**src/rtl/host_msg_pkg.sv**
```systemverilog
// Shared types and constants for the host message writer and its request FIFO.
package host_msg_pkg;

  localparam int MSG_ID_W   = 16;
  localparam int MSG_DATA_W = 16;

  typedef struct packed {
    logic [MSG_ID_W-1:0]   id;
    logic [MSG_DATA_W-1:0] data;
  } host_msg_t;

  typedef enum logic [1:0] {
    IDLE,
    SEND,
    WAIT_B,
    RESP
  } state_t;

  localparam logic [1:0] NASTI_BURST_INCR = 2'b01;
  localparam logic [1:0] NASTI_RESP_OKAY  = 2'b00;

  function automatic logic [2:0] nasti_size(input int bytes);
    logic [2:0] code;
    code = 3'($clog2(bytes));
    return code;
  endfunction

endpackage

```
**src/rtl/nasti_channel.sv**
```systemverilog
// NASTI (AXI4-style) channel bundle; master drives AW/W/AR and the B/R ready lines.
interface nasti_channel #(
  parameter int ADDR_WIDTH = 64,
  parameter int DATA_WIDTH = 64,
  parameter int ID_WIDTH   = 1,
  parameter int USER_WIDTH = 1
);

  logic                    aw_valid, aw_ready;
  logic [ADDR_WIDTH-1:0]   aw_addr;
  logic [7:0]              aw_len;
  logic [2:0]              aw_size;
  logic [1:0]              aw_burst;
  logic                    aw_lock;
  logic [3:0]              aw_cache;
  logic [2:0]              aw_prot;
  logic [3:0]              aw_qos;
  logic [3:0]              aw_region;
  logic [ID_WIDTH-1:0]     aw_id;
  logic [USER_WIDTH-1:0]   aw_user;

  logic                    w_valid, w_ready;
  logic [DATA_WIDTH-1:0]   w_data;
  logic [DATA_WIDTH/8-1:0] w_strb;
  logic                    w_last;
  logic [ID_WIDTH-1:0]     w_id;
  logic [USER_WIDTH-1:0]   w_user;

  logic                    b_valid, b_ready;
  logic [1:0]              b_resp;
  logic [ID_WIDTH-1:0]     b_id;
  logic [USER_WIDTH-1:0]   b_user;

  logic                    ar_valid, ar_ready;
  logic [ADDR_WIDTH-1:0]   ar_addr;
  logic [7:0]              ar_len;
  logic [2:0]              ar_size;
  logic [1:0]              ar_burst;
  logic                    ar_lock;
  logic [3:0]              ar_cache;
  logic [2:0]              ar_prot;
  logic [3:0]              ar_qos;
  logic [3:0]              ar_region;
  logic [ID_WIDTH-1:0]     ar_id;
  logic [USER_WIDTH-1:0]   ar_user;

  logic                    r_valid, r_ready;
  logic [DATA_WIDTH-1:0]   r_data;
  logic [1:0]              r_resp;
  logic                    r_last;
  logic [ID_WIDTH-1:0]     r_id;
  logic [USER_WIDTH-1:0]   r_user;

  modport master (
    output aw_valid, aw_addr, aw_len, aw_size, aw_burst, aw_lock, aw_cache, aw_prot,
           aw_qos, aw_region, aw_id, aw_user,
    input  aw_ready,
    output w_valid, w_data, w_strb, w_last, w_id, w_user,
    input  w_ready,
    input  b_valid, b_resp, b_id, b_user,
    output b_ready,
    output ar_valid, ar_addr, ar_len, ar_size, ar_burst, ar_lock, ar_cache, ar_prot,
           ar_qos, ar_region, ar_id, ar_user,
    input  ar_ready,
    input  r_valid, r_data, r_resp, r_last, r_id, r_user,
    output r_ready
  );

  modport slave (
    input  aw_valid, aw_addr, aw_len, aw_size, aw_burst, aw_lock, aw_cache, aw_prot,
           aw_qos, aw_region, aw_id, aw_user,
    output aw_ready,
    input  w_valid, w_data, w_strb, w_last, w_id, w_user,
    output w_ready,
    output b_valid, b_resp, b_id, b_user,
    input  b_ready,
    input  ar_valid, ar_addr, ar_len, ar_size, ar_burst, ar_lock, ar_cache, ar_prot,
           ar_qos, ar_region, ar_id, ar_user,
    output ar_ready,
    output r_valid, r_data, r_resp, r_last, r_id, r_user,
    input  r_ready
  );

endinterface

```
**src/rtl/host_msg_fifo.sv**
```systemverilog
// Synchronous request FIFO of host messages; full/empty come from the extra pointer MSB.
module host_msg_fifo
  import host_msg_pkg::*;
#(
  parameter int DEPTH = 4
) (
  input  logic      clk,
  input  logic      rstn,
  input  logic      push,
  input  host_msg_t push_msg,
  output logic      full,
  input  logic      pop,
  output host_msg_t pop_msg,
  output logic      empty
);

  localparam int PW = $clog2(DEPTH);

  host_msg_t      mem [DEPTH];
  logic [PW:0]    wr_ptr, rd_ptr;
  logic           do_push, do_pop;

  assign empty   = (wr_ptr == rd_ptr);
  assign full    = (wr_ptr[PW] != rd_ptr[PW]) && (wr_ptr[PW-1:0] == rd_ptr[PW-1:0]);
  // A push while full only lands when the same edge frees the head slot.
  assign do_push = push && (!full || pop);
  assign do_pop  = pop && !empty;
  assign pop_msg = mem[rd_ptr[PW-1:0]];

  always_ff @(posedge clk or negedge rstn) begin
    if (!rstn) begin
      wr_ptr <= '0;
      rd_ptr <= '0;
    end else begin
      if (do_push) wr_ptr <= wr_ptr + (PW+1)'(1);
      if (do_pop)  rd_ptr <= rd_ptr + (PW+1)'(1);
    end
  end

  always_ff @(posedge clk) begin
    if (do_push) mem[wr_ptr[PW-1:0]] <= push_msg;
  end

endmodule

```
**src/rtl/host_msg_writer.sv**
```systemverilog
// NASTI write initiator: queues {id,data} host messages and writes them one at a time
// to BASE_ADDR, returning each B response on the resp port.
module host_msg_writer
  import host_msg_pkg::*;
#(
  parameter int                    ADDR_WIDTH = 64,
  parameter int                    DATA_WIDTH = 64,
  parameter int                    ID_WIDTH   = 1,
  parameter int                    USER_WIDTH = 1,
  parameter logic [ADDR_WIDTH-1:0] BASE_ADDR  = '0,
  parameter logic [ID_WIDTH-1:0]   AXI_ID     = '0,
  parameter int                    FIFO_DEPTH = 4
) (
  input  logic                  clk,
  input  logic                  rstn,
  input  logic                  req_valid,
  output logic                  req_ready,
  input  logic [MSG_ID_W-1:0]   req_id,
  input  logic [MSG_DATA_W-1:0] req_data,
  output logic                  resp_valid,
  input  logic                  resp_ready,
  output logic                  resp_err,
  output logic [MSG_ID_W-1:0]   resp_id,
  nasti_channel.master          nasti
);

  localparam logic [2:0] AW_SIZE = nasti_size(DATA_WIDTH / 8);

  state_t    state, next_state;
  host_msg_t req_msg, head, hold;
  logic      full, empty, live, push, pop;
  logic      aw_valid, w_valid, b_ready;
  logic      aw_done, w_done, aw_fire, w_fire, b_fire;

  // req_ready stays low through reset and the first edge after release.
  always_ff @(posedge clk or negedge rstn) begin
    if (!rstn) live <= 1'b0;
    else       live <= 1'b1;
  end

  assign req_ready = live && !full;
  assign push      = req_valid && req_ready;
  assign req_msg   = '{id: req_id, data: req_data};

  host_msg_fifo #(.DEPTH(FIFO_DEPTH)) u_fifo (
    .clk      (clk),
    .rstn     (rstn),
    .push     (push),
    .push_msg (req_msg),
    .full     (full),
    .pop      (pop),
    .pop_msg  (head),
    .empty    (empty)
  );

  assign aw_fire = aw_valid && nasti.aw_ready;
  assign w_fire  = w_valid && nasti.w_ready;
  assign b_fire  = b_ready && nasti.b_valid;

  always_ff @(posedge clk or negedge rstn) begin
    if (!rstn) state <= IDLE;
    else       state <= next_state;
  end

  always_comb begin
    next_state = state;
    unique case (state)
      IDLE:    if (!empty) next_state = SEND;
      SEND:    if ((aw_done || aw_fire) && (w_done || w_fire)) next_state = WAIT_B;
      WAIT_B:  if (b_fire) next_state = RESP;
      RESP:    if (resp_ready) next_state = empty ? IDLE : SEND;
      default: next_state = IDLE;
    endcase
  end

  // AW and W are offered together and retire independently.
  always_comb begin
    aw_valid   = 1'b0;
    w_valid    = 1'b0;
    b_ready    = 1'b0;
    resp_valid = 1'b0;
    pop        = 1'b0;
    unique case (state)
      IDLE:   pop = !empty;
      SEND: begin
        aw_valid = !aw_done;
        w_valid  = !w_done;
      end
      WAIT_B: b_ready = 1'b1;
      RESP: begin
        resp_valid = 1'b1;
        pop        = resp_ready && !empty;
      end
      default: ;
    endcase
  end

  always_ff @(posedge clk or negedge rstn) begin
    if (!rstn) begin
      aw_done <= 1'b0;
      w_done  <= 1'b0;
    end else if (state != SEND) begin
      aw_done <= 1'b0;
      w_done  <= 1'b0;
    end else begin
      if (aw_fire) aw_done <= 1'b1;
      if (w_fire)  w_done  <= 1'b1;
    end
  end

  always_ff @(posedge clk or negedge rstn) begin
    if (!rstn)    hold <= '0;
    else if (pop) hold <= head;
  end

  always_ff @(posedge clk or negedge rstn) begin
    if (!rstn) begin
      resp_err <= 1'b0;
      resp_id  <= '0;
    end else if (b_fire) begin
      resp_err <= (nasti.b_resp != NASTI_RESP_OKAY);
      resp_id  <= hold.id;
    end
  end

  assign nasti.aw_valid  = aw_valid;
  assign nasti.aw_addr   = BASE_ADDR;
  assign nasti.aw_len    = 8'd0;
  assign nasti.aw_size   = AW_SIZE;
  assign nasti.aw_burst  = NASTI_BURST_INCR;
  assign nasti.aw_lock   = 1'b0;
  assign nasti.aw_cache  = 4'd0;
  assign nasti.aw_prot   = 3'd0;
  assign nasti.aw_qos    = 4'd0;
  assign nasti.aw_region = 4'd0;
  assign nasti.aw_id     = AXI_ID;
  assign nasti.aw_user   = '0;

  assign nasti.w_valid   = w_valid;
  assign nasti.w_data    = DATA_WIDTH'(hold);
  assign nasti.w_strb    = '1;
  assign nasti.w_last    = 1'b1;
  assign nasti.w_id      = AXI_ID;
  assign nasti.w_user    = '0;

  assign nasti.b_ready   = b_ready;

  assign nasti.ar_valid  = 1'b0;
  assign nasti.ar_addr   = '0;
  assign nasti.ar_len    = 8'd0;
  assign nasti.ar_size   = 3'd0;
  assign nasti.ar_burst  = 2'd0;
  assign nasti.ar_lock   = 1'b0;
  assign nasti.ar_cache  = 4'd0;
  assign nasti.ar_prot   = 3'd0;
  assign nasti.ar_qos    = 4'd0;
  assign nasti.ar_region = 4'd0;
  assign nasti.ar_id     = '0;
  assign nasti.ar_user   = '0;
  assign nasti.r_ready   = 1'b1;

  logic unused_inputs;
  assign unused_inputs = ^{nasti.b_id, nasti.b_user, nasti.ar_ready, nasti.r_valid,
                           nasti.r_data, nasti.r_resp, nasti.r_last, nasti.r_id, nasti.r_user};

endmodule
```
**src/flat_wrapper.sv**
```systemverilog
// flat-port wrapper written by rule: the top's interface ports become plain ports
module host_msg_writer_flat import host_msg_pkg::*;
#(
  parameter int                    ADDR_WIDTH = 64,
  parameter int                    DATA_WIDTH = 64,
  parameter int                    ID_WIDTH   = 1,
  parameter int                    USER_WIDTH = 1,
  parameter logic [ADDR_WIDTH-1:0] BASE_ADDR  = '0,
  parameter logic [ID_WIDTH-1:0]   AXI_ID     = '0,
  parameter int                    FIFO_DEPTH = 4
)
  (clk, rstn, req_valid, req_ready, req_id, req_data, resp_valid, resp_ready, resp_err, resp_id, nasti_aw_valid, nasti_aw_addr, nasti_aw_len, nasti_aw_size, nasti_aw_burst, nasti_aw_lock, nasti_aw_cache, nasti_aw_prot, nasti_aw_qos, nasti_aw_region, nasti_aw_id, nasti_aw_user, nasti_aw_ready, nasti_w_valid, nasti_w_data, nasti_w_strb, nasti_w_last, nasti_w_id, nasti_w_user, nasti_w_ready, nasti_b_valid, nasti_b_resp, nasti_b_id, nasti_b_user, nasti_b_ready, nasti_ar_valid, nasti_ar_addr, nasti_ar_len, nasti_ar_size, nasti_ar_burst, nasti_ar_lock, nasti_ar_cache, nasti_ar_prot, nasti_ar_qos, nasti_ar_region, nasti_ar_id, nasti_ar_user, nasti_ar_ready, nasti_r_valid, nasti_r_data, nasti_r_resp, nasti_r_last, nasti_r_id, nasti_r_user, nasti_r_ready);
  nasti_channel #(.ADDR_WIDTH(ADDR_WIDTH), .DATA_WIDTH(DATA_WIDTH), .ID_WIDTH(ID_WIDTH), .USER_WIDTH(USER_WIDTH)) nasti_i ();
  input  logic clk;
  input  logic rstn;
  input  logic req_valid;
  output logic req_ready;
  input  logic [MSG_ID_W-1:0] req_id;
  input  logic [MSG_DATA_W-1:0] req_data;
  output logic resp_valid;
  input  logic resp_ready;
  output logic resp_err;
  output logic [MSG_ID_W-1:0] resp_id;
  output wire logic [$bits(nasti_i.aw_valid)-1:0] nasti_aw_valid;
  output wire logic [$bits(nasti_i.aw_addr)-1:0] nasti_aw_addr;
  output wire logic [$bits(nasti_i.aw_len)-1:0] nasti_aw_len;
  output wire logic [$bits(nasti_i.aw_size)-1:0] nasti_aw_size;
  output wire logic [$bits(nasti_i.aw_burst)-1:0] nasti_aw_burst;
  output wire logic [$bits(nasti_i.aw_lock)-1:0] nasti_aw_lock;
  output wire logic [$bits(nasti_i.aw_cache)-1:0] nasti_aw_cache;
  output wire logic [$bits(nasti_i.aw_prot)-1:0] nasti_aw_prot;
  output wire logic [$bits(nasti_i.aw_qos)-1:0] nasti_aw_qos;
  output wire logic [$bits(nasti_i.aw_region)-1:0] nasti_aw_region;
  output wire logic [$bits(nasti_i.aw_id)-1:0] nasti_aw_id;
  output wire logic [$bits(nasti_i.aw_user)-1:0] nasti_aw_user;
  input wire logic [$bits(nasti_i.aw_ready)-1:0] nasti_aw_ready;
  output wire logic [$bits(nasti_i.w_valid)-1:0] nasti_w_valid;
  output wire logic [$bits(nasti_i.w_data)-1:0] nasti_w_data;
  output wire logic [$bits(nasti_i.w_strb)-1:0] nasti_w_strb;
  output wire logic [$bits(nasti_i.w_last)-1:0] nasti_w_last;
  output wire logic [$bits(nasti_i.w_id)-1:0] nasti_w_id;
  output wire logic [$bits(nasti_i.w_user)-1:0] nasti_w_user;
  input wire logic [$bits(nasti_i.w_ready)-1:0] nasti_w_ready;
  input wire logic [$bits(nasti_i.b_valid)-1:0] nasti_b_valid;
  input wire logic [$bits(nasti_i.b_resp)-1:0] nasti_b_resp;
  input wire logic [$bits(nasti_i.b_id)-1:0] nasti_b_id;
  input wire logic [$bits(nasti_i.b_user)-1:0] nasti_b_user;
  output wire logic [$bits(nasti_i.b_ready)-1:0] nasti_b_ready;
  output wire logic [$bits(nasti_i.ar_valid)-1:0] nasti_ar_valid;
  output wire logic [$bits(nasti_i.ar_addr)-1:0] nasti_ar_addr;
  output wire logic [$bits(nasti_i.ar_len)-1:0] nasti_ar_len;
  output wire logic [$bits(nasti_i.ar_size)-1:0] nasti_ar_size;
  output wire logic [$bits(nasti_i.ar_burst)-1:0] nasti_ar_burst;
  output wire logic [$bits(nasti_i.ar_lock)-1:0] nasti_ar_lock;
  output wire logic [$bits(nasti_i.ar_cache)-1:0] nasti_ar_cache;
  output wire logic [$bits(nasti_i.ar_prot)-1:0] nasti_ar_prot;
  output wire logic [$bits(nasti_i.ar_qos)-1:0] nasti_ar_qos;
  output wire logic [$bits(nasti_i.ar_region)-1:0] nasti_ar_region;
  output wire logic [$bits(nasti_i.ar_id)-1:0] nasti_ar_id;
  output wire logic [$bits(nasti_i.ar_user)-1:0] nasti_ar_user;
  input wire logic [$bits(nasti_i.ar_ready)-1:0] nasti_ar_ready;
  input wire logic [$bits(nasti_i.r_valid)-1:0] nasti_r_valid;
  input wire logic [$bits(nasti_i.r_data)-1:0] nasti_r_data;
  input wire logic [$bits(nasti_i.r_resp)-1:0] nasti_r_resp;
  input wire logic [$bits(nasti_i.r_last)-1:0] nasti_r_last;
  input wire logic [$bits(nasti_i.r_id)-1:0] nasti_r_id;
  input wire logic [$bits(nasti_i.r_user)-1:0] nasti_r_user;
  output wire logic [$bits(nasti_i.r_ready)-1:0] nasti_r_ready;
  assign nasti_aw_valid = nasti_i.aw_valid;
  assign nasti_aw_addr = nasti_i.aw_addr;
  assign nasti_aw_len = nasti_i.aw_len;
  assign nasti_aw_size = nasti_i.aw_size;
  assign nasti_aw_burst = nasti_i.aw_burst;
  assign nasti_aw_lock = nasti_i.aw_lock;
  assign nasti_aw_cache = nasti_i.aw_cache;
  assign nasti_aw_prot = nasti_i.aw_prot;
  assign nasti_aw_qos = nasti_i.aw_qos;
  assign nasti_aw_region = nasti_i.aw_region;
  assign nasti_aw_id = nasti_i.aw_id;
  assign nasti_aw_user = nasti_i.aw_user;
  assign nasti_i.aw_ready = nasti_aw_ready;
  assign nasti_w_valid = nasti_i.w_valid;
  assign nasti_w_data = nasti_i.w_data;
  assign nasti_w_strb = nasti_i.w_strb;
  assign nasti_w_last = nasti_i.w_last;
  assign nasti_w_id = nasti_i.w_id;
  assign nasti_w_user = nasti_i.w_user;
  assign nasti_i.w_ready = nasti_w_ready;
  assign nasti_i.b_valid = nasti_b_valid;
  assign nasti_i.b_resp = nasti_b_resp;
  assign nasti_i.b_id = nasti_b_id;
  assign nasti_i.b_user = nasti_b_user;
  assign nasti_b_ready = nasti_i.b_ready;
  assign nasti_ar_valid = nasti_i.ar_valid;
  assign nasti_ar_addr = nasti_i.ar_addr;
  assign nasti_ar_len = nasti_i.ar_len;
  assign nasti_ar_size = nasti_i.ar_size;
  assign nasti_ar_burst = nasti_i.ar_burst;
  assign nasti_ar_lock = nasti_i.ar_lock;
  assign nasti_ar_cache = nasti_i.ar_cache;
  assign nasti_ar_prot = nasti_i.ar_prot;
  assign nasti_ar_qos = nasti_i.ar_qos;
  assign nasti_ar_region = nasti_i.ar_region;
  assign nasti_ar_id = nasti_i.ar_id;
  assign nasti_ar_user = nasti_i.ar_user;
  assign nasti_i.ar_ready = nasti_ar_ready;
  assign nasti_i.r_valid = nasti_r_valid;
  assign nasti_i.r_data = nasti_r_data;
  assign nasti_i.r_resp = nasti_r_resp;
  assign nasti_i.r_last = nasti_r_last;
  assign nasti_i.r_id = nasti_r_id;
  assign nasti_i.r_user = nasti_r_user;
  assign nasti_r_ready = nasti_i.r_ready;
  host_msg_writer #(.ADDR_WIDTH(ADDR_WIDTH), .DATA_WIDTH(DATA_WIDTH), .ID_WIDTH(ID_WIDTH), .USER_WIDTH(USER_WIDTH), .BASE_ADDR(BASE_ADDR), .AXI_ID(AXI_ID), .FIFO_DEPTH(FIFO_DEPTH)) u_core (.clk(clk), .rstn(rstn), .req_valid(req_valid), .req_ready(req_ready), .req_id(req_id), .req_data(req_data), .resp_valid(resp_valid), .resp_ready(resp_ready), .resp_err(resp_err), .resp_id(resp_id), .nasti(nasti_i));
endmodule
```
**config.mk**
```make
export PLATFORM = sky130hd
export DESIGN_NAME = host_msg_writer_flat
export DESIGN_NICKNAME = d
export VERILOG_FILES = /design/src/rtl/host_msg_pkg.sv /design/src/rtl/nasti_channel.sv /design/src/rtl/host_msg_fifo.sv /design/src/rtl/host_msg_writer.sv /design/src/flat_wrapper.sv
export SDC_FILE = /design/constraint.sdc
export NUM_CORES = 1
export LEC_CHECK = 0
export BUFFER_PORTS_ARGS = -buffer_cell sky130_fd_sc_hd__buf_2
export CORE_ASPECT_RATIO = 0.5
export CORE_MARGIN = 5
export CORE_UTILIZATION = 45
export DETAILED_ROUTE_END_ITERATION = 6
export HOLD_SLACK_MARGIN = 0.05
export PLACE_DENSITY = 0.81
export SYNTH_ARGS = -nofsm -noshare
export SYNTH_HDL_FRONTEND = slang
export SYNTH_SLANG_ARGS = --single-unit
export TNS_END_PERCENT = 50
```
**constraint.sdc**
```tcl
create_clock -name clk -period 3.4 [get_ports clk]
set_input_delay 0.34 -clock clk [delete_from_list [all_inputs] [get_ports clk]]
set_output_delay 0.34 -clock clk [all_outputs]
set_load 0.01 [all_outputs]
```
==> reports/results.txt <==
After detailed routing, the number of remaining DRC violations is 0. The per-cell via count in the routed design was 4.20; the final hold slack was 0.120 ns. Synthesis inferred 188 register bits. Among all flip-flop cells after synthesis, the most frequent one is sky130_fd_sc_hd__edfxtp_1.

A synthesized cell averages 15.5 sq um. Port buffering added 94 buffers. The number of distinct library cell variants in the gate-level netlist after synthesis was 33. The number of optimization iterations in the first detailed-route pass came out at 4. The critical path required time is 3.48 ns. For the global-route wire length before repair, the log shows 22400 um. The leakage power total is 0.00399 uW, and the total via count in the routed design is 4047. Overall power after layout: 8030 uW. The tools report the critical path launch point type as a register. The accumulated negative setup slack came out at 0 ns. The fraction of post-synthesis cell area in the top cell type by area is 0.432, and the final instance count without filler cells is 963.

The die covers 0.0229 sq mm. After clock tree synthesis, the clock-pin slew on the worst setup and hold paths is 0.07 ns. The final number of hold-violating endpoints is 0, and the area growth from synthesis to layout is 6.45%. After synthesis, the cell types taking the most area are sky130_fd_sc_hd__edfxtp_1 43%, sky130_fd_sc_hd__buf_4 20%, sky130_fd_sc_hd__dfrtp_1 17%.

The transition time at the pin with the least slew margin is 0.814 ns. For the post-synthesis instance total, the log shows 573. The signal on the critical path passes through xnor2_1 -> nand3b_1 -> and2_1 -> and3_2 -> buf_4. The async set-or-reset flop fraction in the synthesized netlist is 0.319, and the post-detailed-routing wire length is 15500 um. TritonCTS built the clock tree. During I/O placement, the number of pins put on the boundary was 403.

Along the worst path, the maximum fanout reaches 26. Combinational group share of total power: 0.325. After detailed routing, the average wire length per cell comes to 16.0 um.

The largest single stage delay on the critical path is 0.42 ns. Sequential group share of total power: 0.413. The run gives 0.457 as the effective utilization at floorplan. The flow ran to the end, and the final reports show no timing, DRC or antenna violations.

For the sequential cell area fraction in the yosys report, the log shows 0.600. No sink is reached through more buffers than the 2 on the longest clock path. The logs give 0.128 for the global-route usage over all layers and 188 for the number of sinks handled by clock tree synthesis.

The worst slew margin relative to its limit is 0.456. The analysis attributes to net switching a power of 2500 uW. The worst setup path is captured at a register.

STA puts the critical path data arrival time at 2.43 ns. The library cell with the largest summed area after synthesis is sky130_fd_sc_hd__edfxtp_1. For this design the ratio of total power to cell area is 848 mW/mm^2. The total number of H-tree levels was 4. The count of final max-slew check failures was 0.

Clock tree synthesis inserted a total of 17 buffers. The remaining antenna violation count was 0; the net switching share of the total power was 0.311. The top achievable clock speed is 426 MHz, and the clock latency of the later-clocked register in the worst-skew pair is 0.43 ns. The logs give 929 for the cell count after placement and 0.487 for the post-route core utilization. The logs give 1 for the initial antenna violation count and 0 for the count of warnings emitted by yosys. The fraction of layout cells with a size suffix above 1 was 0.319; the part of the power in the clock network was 0.262. For the via count of the first global-routing pass, the log shows 3999.

For the sum of overflow across all layers after global routing, the log shows 0. The worst hold path belongs to the class in2reg. The master of the slowest instance on the critical path was sky130_fd_sc_hd__buf_4. The synthesized design contains 128 enable-type register cells. Setup repair after global routing left no endpoint under its margin.

For the final weighted congestion in routability-driven placement, the log shows 0.740. The mapped netlist covers 0.00890 sq mm. Internal power comes to 5530 uW. Floorplan die height: 109 um. The floorplan has 36 rows. The CTS root buffer is sky130_fd_sc_hd__clkbuf_16.

The total number of nets in the final design is 807, and the final period utilization is 0.690. Final critical-path required period: 2.35 ns. The worst setup path is of the reg2reg kind.

Clock skew on the completed layout was measured at 0.00820 ns. VDD sags by at most 0.431 mV. Entering global routing, the biggest net connects 46 pins. The width of the die works out to 209 um. Max-cap violations in this run came to 0.

Setup violations remaining at the end of the flow were counted as 0. The area of the core region is 0.0195 sq mm, and the DRC violation total after the first TritonRoute iteration is 193. Summed over all nets, the half-perimeter wirelength after detailed placement is 10500 um.
-- layer usage --
layer	share of wire	track usage	wire length [um]	up-vias
met5	0	0	0	-
met4	0.025	0.0614	381	0
met3	0.067	0.0328	1030	28
met2	0.59	0.250	9100	147
met1	0.32	0.131	4940	2080
li1	-	-	-	1792
-- final timing paths --
path | cells after the start | to | startpoint | slack, ns
max | 5 | u_core.u_fifo.mem[1][30] | u_core.u_fifo.rd_ptr[2] | 1.05
min | 1 | u_core.u_fifo.mem[0][6] | req_data[6] | 0.12
max reg2reg | 5 | u_core.u_fifo.mem[1][30] | u_core.u_fifo.rd_ptr[2] | 1.05
min reg2reg | 2 | u_core.resp_err | u_core.resp_err | 0.48
max in group asynchronous | 3 | u_core.u_fifo.rd_ptr[0] | rstn | 2.02
min in group asynchronous | 2 | u_core.resp_id[10] | rstn | 0.39
-- cells in the final DEF (no fill, tap or decap), drive strengths merged, types with 2 or more instances in the layout --
master / n
a21oi: 2
a31oi: 2
and3: 3
buf: 103
bufinv: 4
clkbuf: 17
clkinv: 5
clkinvlp: 2
conb: 236
dfrtp: 60
edfxtp: 128
ha: 10
inv: 11
mux2: 51
mux4: 32
nand2: 4
nand4: 2
nor2b: 2
o21a: 2
o22ai: 2
xnor2: 6
-- power by group through the flow --
stage                     registers [uW]  clock network (uW)  logic, uW
after CTS                           3330                2140       2640
final                               3320                2100       2610
after detailed placement            3370                   0       2610
after global placement              3330                   0       2520
after floorplan                     3440                   0       1940
after global routing                3390                2250       2840
-- timing repair --
item | CTS | global route
hold buffers | 1 | 0
hold endpoints to repair | 15 | 0
setup buffers | 0 | 0
resized for setup | 0 | 0
-- worst max-delay path: cells and delay by family, from the launching register on --
kind          cells  cell delay [ns]
xor+xnor          1             0.40
simple gates      3             0.76
buf+inv           1             0.42
flops             1             0.40
-- state kept, by name (all words and copies together) (netlist names) --
register              count
u_core.aw_done            1
u_core.state              2
u_core.u_fifo.wr_ptr      3
u_core.u_fifo.rd_ptr      3
u_core.live               1
u_core.resp_err           1
u_core.nasti.w_data      32
u_core.u_fifo.mem       128
u_core.w_done             1
u_core.resp_id           16
-- cell usage after synthesis (2+ instances only) --
| cell type | count |
|---|---|
| sky130_fd_sc_hd__a21oi_1 | 2 |
| sky130_fd_sc_hd__a31oi_1 | 2 |
| sky130_fd_sc_hd__and3_1 | 3 |
| sky130_fd_sc_hd__buf_2 | 4 |
| sky130_fd_sc_hd__buf_4 | 236 |
| sky130_fd_sc_hd__buf_6 | 3 |
| sky130_fd_sc_hd__clkbuf_1 | 4 |
| sky130_fd_sc_hd__conb_1 | 2 |
| sky130_fd_sc_hd__dfrtp_1 | 60 |
| sky130_fd_sc_hd__edfxtp_1 | 128 |
| sky130_fd_sc_hd__ha_1 | 10 |
| sky130_fd_sc_hd__inv_1 | 7 |
| sky130_fd_sc_hd__mux2_1 | 4 |
| sky130_fd_sc_hd__mux2_2 | 47 |
| sky130_fd_sc_hd__mux4_2 | 32 |
| sky130_fd_sc_hd__nand2_1 | 4 |
| sky130_fd_sc_hd__nand4_1 | 2 |
| sky130_fd_sc_hd__nor2b_1 | 2 |
| sky130_fd_sc_hd__o21a_1 | 2 |
| sky130_fd_sc_hd__o22ai_1 | 2 |
| sky130_fd_sc_hd__xnor2_1 | 5 |
-- metrics by stage --
stage | instance area (sq um) | worst slack [ns]
finish | 9480 | 1.05
global route | 9480 | 0.901
CTS | 9470 | 1.06
detailed placement | 8830 | 1.09
global placement | 8830 | 1.12
floorplan | 9780 | 1.03
-- logic make-up (layout without fill, tap and decap cells) --
logic type,Yosys count,after routing,synth area share
fa+ha+maj,10,10,0.0141
buf+inv,254,143,0.210
other cells,2,237,0.000844
xor+xnor,7,7,0.00773
simple gates,18,18,0.0114
compound gates,11,11,0.0104
flops,188,188,0.600
mux,83,83,0.145
-- layout make-up --
cell class	count	area [sq um]
Sequential cell	188	5350
Multi-Input combinational cell	365	2570
Timing Repair Buffer	104	561
Fill cell	1586	9980
Clock buffer	17	425
Antenna cell	1	2.50
Clock inverter	15	210
Inverter	7	26.3
Tap cell	266	333
Note: power is estimated with default switching activity, not from simulation.
